===== config.mk =====
export PLATFORM = sky130hd
export DESIGN_NAME = wb_l1_cache
export DESIGN_NICKNAME = d
export VERILOG_FILES = /design/src/rtl/wb_l1_cache.sv
export SDC_FILE = /design/constraint.sdc
export NUM_CORES = 1
export LEC_CHECK = 0
export ABC_AREA = 1
export ABC_CLOCK_PERIOD_IN_PS = 11200
export CAP_MARGIN = 20
export CORE_UTILIZATION = 27
export CTS_BUF_LIST = sky130_fd_sc_hd__clkbuf_8 sky130_fd_sc_hd__clkbuf_16
export DETAILED_ROUTE_END_ITERATION = 8
export DONT_BUFFER_PORTS = 1
export PLACE_DENSITY = 0.5
export SLEW_MARGIN = 20
export SYNTH_ARGS = -nofsm -noshare
export SYNTH_HDL_FRONTEND = slang
export SYNTH_SLANG_ARGS = --single-unit

===== constraint.sdc =====
create_clock -name clk -period 11.2 [get_ports clk]
set_input_delay 2.24 -clock clk [delete_from_list [all_inputs] [get_ports clk]]
set_output_delay 2.24 -clock clk [all_outputs]
set_load 0.01 [all_outputs]

===== src/rtl/wb_l1_cache.sv =====
// Direct-mapped, write-back, write-allocate L1 cache with 16-byte lines.
// Wishbone slave toward the CPU and wishbone master toward memory; every transfer moves a whole line.
module wb_l1_cache #(
  parameter int NUM_SETS = 8
) (
  input  logic         clk,
  input  logic         rst,
  input  logic [11:0]  cpu_adr,
  input  logic [127:0] cpu_dat_m,
  output logic [127:0] cpu_dat_s,
  input  logic [15:0]  cpu_sel,
  input  logic         cpu_stb,
  input  logic         cpu_cyc,
  input  logic         cpu_we,
  output logic         cpu_ack,
  output logic         cpu_rty,
  output logic [11:0]  mem_adr,
  output logic [127:0] mem_dat_m,
  input  logic [127:0] mem_dat_s,
  output logic [15:0]  mem_sel,
  output logic         mem_stb,
  output logic         mem_cyc,
  output logic         mem_we,
  input  logic         mem_ack
);
  localparam int IDX = $clog2(NUM_SETS);
  localparam int TAG = 12 - IDX;

  localparam logic [1:0] IDLE  = 2'd0;
  localparam logic [1:0] CHECK = 2'd1;
  localparam logic [1:0] WB    = 2'd2;
  localparam logic [1:0] FILL  = 2'd3;

  logic [1:0]          state;
  logic [11:0]         req_adr;
  logic [127:0]        req_dat_m;
  logic [15:0]         req_sel;
  logic                req_we;
  logic [NUM_SETS-1:0] valid;
  logic [NUM_SETS-1:0] dirty;
  logic [TAG-1:0]      tag_mem  [NUM_SETS];
  logic [127:0]        data_mem [NUM_SETS];

  logic [IDX-1:0] idx;
  logic [TAG-1:0] req_tag;
  logic [127:0]   line;
  logic [127:0]   merged;
  logic           hit;

  assign idx     = req_adr[IDX-1:0];
  assign req_tag = req_adr[11:IDX];
  assign line    = data_mem[idx];
  assign hit     = valid[idx] && (tag_mem[idx] == req_tag);

  // NOTE: every always_comb output gets a default first, so no path can infer a latch.
  always_comb begin
    merged = line;
    for (int b = 0; b < 16; b++) begin
      if (req_sel[b]) merged[8*b +: 8] = req_dat_m[8*b +: 8];
    end
  end

  // NOTE: sequential state uses non-blocking assignments so every register sees pre-edge values.
  always_ff @(posedge clk) begin
    if (rst) begin
      state <= IDLE;
      valid <= '0;
      dirty <= '0;
    end else begin
      case (state)
        IDLE: begin
          if (cpu_stb && cpu_cyc) state <= CHECK;
        end
        CHECK: begin
          if (hit) begin
            if (req_we) dirty[idx] <= 1'b1;
            state <= IDLE;
          end else if (valid[idx] && dirty[idx]) begin
            state <= WB;
          end else begin
            state <= FILL;
          end
        end
        WB: begin
          if (mem_ack) begin
            dirty[idx] <= 1'b0;
            state      <= FILL;
          end
        end
        FILL: begin
          if (mem_ack) begin
            valid[idx] <= 1'b1;
            dirty[idx] <= 1'b0;
            state      <= CHECK;
          end
        end
        default: state <= IDLE;
      endcase
    end
  end

  // NOTE: tag/data arrays and request registers carry no reset; valid bits gate any use of them.
  always_ff @(posedge clk) begin
    if (!rst) begin
      if (state == IDLE && cpu_stb && cpu_cyc) begin
        req_adr   <= cpu_adr;
        req_dat_m <= cpu_dat_m;
        req_sel   <= cpu_sel;
        req_we    <= cpu_we;
      end
      if (state == CHECK && hit && req_we) data_mem[idx] <= merged;
      if (state == FILL && mem_ack) begin
        data_mem[idx] <= mem_dat_s;
        tag_mem[idx]  <= req_tag;
      end
    end
  end

  // Write hits return the pre-merge line; the merge lands on the same edge the ack completes.
  always_comb begin
    cpu_ack   = (state == CHECK) && hit;
    cpu_dat_s = cpu_ack ? line : '0;
    mem_stb   = (state == WB) || (state == FILL);
    mem_we    = (state == WB);
    mem_adr   = (state == WB) ? {tag_mem[idx], idx} : req_adr;
    mem_dat_m = line;
  end

  assign cpu_rty = 1'b0;
  assign mem_cyc = mem_stb;
  assign mem_sel = 16'hFFFF;

endmodule

==> flow_metrics.py <==
metrics = {
    "run_status": {
        "status": "finished, final reports clean",
    },
    "drt": {
        "met2_length_um": 73500,
        "wl_met3_um": 6220,
        "first_pass_iters": 5,
        "highest_layer": "met4",
        "drt_iter0_drc": 2365,
        "viasPerCell": 4.71,
        "met1_length_um": 59400,
        "vias": 33000,
        "ant_nets": 0,
        "drc": 0,
        "avgRoutedWirePerCell_um": 20.5,
        "routed_wl_um": 143000,
    },
    "timing": {
        "worst_slew_pin_slew_ns": 1.11,
        "max_freq_mhz": 131,
        "fin_crit_ns": 7.64,
        "finalHoldViolCount": 0,
        "fin_crit_sh_pct": 68.2,
        "maxSlewHeadroom_pct": 25.5,
        "rsz0062_at_grt": "false",
        "timing.setup.tns_ns": 0,
        "finClkSkew_ns": 0.0358,
        "layout_setup_ws_ns": 3.56,
        "drv_slew": 0,
        "finalSetupViolCount": 0,
    },
    "floorplanning": {
        "die_x_um": 442,
        "num_rows": 160,
        "core_um2": 191000,
        "die_area_um2": 195000,
        "ios": 579,
        "start_util_pct": 27.3,
        "die_h_um": 442,
    },
    "worst_setup_path": {
        "cp-endpoint": "cpu_dat_s[35]",
        "crit_type": "reg2out",
        "crit_required_ns": 8.96,
        "arrival_ns": 5.40,
        "worst_r2r_path_depth": 15,
        "reg2reg_setup_slack_ns": 5.13,
        "startpoint_type": "register",
        "path_max_fanout": 67,
        "r2r-end": "data_mem[4][43]$_DFFE_PP_",
        "end_kind": "output port",
    },
    "cts": {
        "post_cts_buffers": 0,
        "cts_inserted_buffers": 147,
        "cts_tree": "done",
        "cts_buffer_depth": 3,
        "clk_latency_ns": 0.81,
        "clk_pin_slew_worst_paths_ns": 0.06,
        "root_buffer": "clkbuf_16",
        "postCtsHoldBufs": 0,
        "h-tree-depth": 4,
        "cts.sinks": 1274,
        "cts_resized": 0,
    },
    "yosys": {
        "syn_avg_cell_area_um2": 11.7,
        "synth_cell_types": 30,
        "ys_async_sr_fraction_pct": 0,
        "synth-seq-cells": 1274,
        "synthFlopType": "edfxtp_1",
        "yosysWarnings": 0,
        "seq_area_frac_synth_pct": 72.9,
        "netlist_area_um2": 52200,
        "syn_inst": 4445,
        "synth_edf_count": 1253,
    },
    "global_route": {
        "grt_pass1_vias": 32000,
        "grt-ovfl-total": 0,
        "grt_max_degree": 213,
        "grt_first_pass_wirelength_um": 210000,
        "grt_antenna_before_repair": 3,
        "grt_use_total_pct": 14.3,
    },
    "layout": {
        "layout.cells.non_filler": 7009,
        "final_cell_mix": "1253 x edfxtp_1, 798 x nor2_1, 589 x o21ai_0, 554 x nand2_1, 387 x inv_1",
        "final_common_cell": "edfxtp_1",
        "drive_above_1_share_pct": 6.76,
        "nets": 4675,
        "area_growth_pct": 13.9,
    },
    "place": {
        "place_inst": 6743,
        "port-buffer-count": 0,
        "place_congestion": 0.805,
        "place_hpwl_um": 82300,
        "dp_slack_ns": 4.29,
    },
    "power_and_ir_drop": {
        "power.density_nw_per_um2": 182,
        "vdd_drop_max_v": 0.000117,
        "leakagePower_nw": 20.4,
    },
    "worst_hold_path": {
        "hold_class": "reg2reg",
    },
    "run": {
        "cap_violations": 0,
    },
}
[routing by layer]
layer	vias to the layer above	track usage, %
met5	-	0
met4	0	5.15
met3	213	2.49
met2	852	25.6
met1	16400	17.2
li1	15500	-
[critical path: stages (launching register included)]
cell     delay (ns)
dfxtp_4        0.74
buf_4          0.56
buf_4          0.67
nand2_1        0.12
nand3_1        0.11
nand3_1        0.10
nand2_1        0.13
nand2_1        0.06
nand2_1        0.06
nand2_1        0.06
nor2_1         0.14
nand3_2        0.17
nor2_2         0.30
inv_6          0.26
buf_4          0.46
nor2_1         0.52
[layout make-up]
type | instances | area, µm²
tap | 2511 | 3140
sequential | 1274 | 38100
clock inverter | 110 | 938
clock buffer | 155 | 3830
antenna | 1 | 2.50
multi-input combinational | 2523 | 11500
timing repair buffer | 69 | 531
fill | 19200 | 132000
inverter | 366 | 1410
[worst min path at each step]
stage	start	end	cells past startpoint	slack, ns
after floorplan	valid[1]$_SDFFE_PP0P_	valid[1]$_SDFFE_PP0P_	2	0.43
final	valid[3]$_SDFFE_PP0P_	valid[3]$_SDFFE_PP0P_	2	0.47
after global placement	valid[5]$_SDFFE_PP0P_	valid[5]$_SDFFE_PP0P_	2	0.44
after detailed placement	valid[1]$_SDFFE_PP0P_	valid[1]$_SDFFE_PP0P_	2	0.45
after CTS	valid[5]$_SDFFE_PP0P_	valid[5]$_SDFFE_PP0P_	2	0.47
after global routing	valid[6]$_SDFFE_PP0P_	valid[6]$_SDFFE_PP0P_	2	0.50
[per-stage QoR]
step	cell area [µm²]	total power, W	util, %	hold WS [ns]
floorplan	52200	0.00597	-	0.428
global placement	54700	0.00624	28.6	0.443
detailed placement	54700	0.00625	28.6	0.452
CTS	59400	0.0110	31.1	0.468
global route	59400	0.0112	31.1	0.504
finish	59400	0.0108	31.1	0.468
[kinds of logic after synthesis]
family	synth area share (%)
other cells	0.0144
buf+inv	5.21
fa+ha+maj	0.0959
flops	72.9
compound gates	11.2
simple gates	10.6
[cell usage after synthesis, types with 2 or more instances]
| cell | instances | area (µm²) |
|---|---|---|
| dfxtp_1 | 21 | 420 |
| nor3_1 | 4 | 20.0 |
| buf_1 | 23 | 86.3 |
| buf_4 | 37 | 278 |
| nand3_1 | 61 | 305 |
| buf_2 | 42 | 210 |
| o22ai_1 | 262 | 1640 |
| o21ai_1 | 75 | 375 |
| inv_1 | 361 | 1360 |
| buf_6 | 5 | 56.3 |
| edfxtp_1 | 1253 | 37600 |
| clkbuf_1 | 190 | 713 |
| nand2_1 | 554 | 2080 |
| conb_1 | 2 | 7.51 |
| nand4_1 | 8 | 50.1 |
| ha_1 | 4 | 50.1 |
| o21ai_0 | 592 | 2960 |
| a31oi_1 | 129 | 807 |
| nor2_1 | 799 | 3000 |
| a21oi_1 | 4 | 20.0 |
| inv_2 | 3 | 11.3 |
| and2_1 | 8 | 50.1 |
[flip-flops by register name, summed over array words and instances (netlist names), named ones only]
register / flops
req_dat_m: 128
valid: 8
data_mem: 1024
req_sel: 16
req_we: 1
tag_mem: 72
req_adr: 12
state: 2
[power breakdown]
group          leakage, nW  internal, W  switching (W)
logic                 6.51     0.000181       0.000609
clock network         2.42      0.00270        0.00201
registers             11.5      0.00532      0.0000226
(Power assumes the default switching activity.)
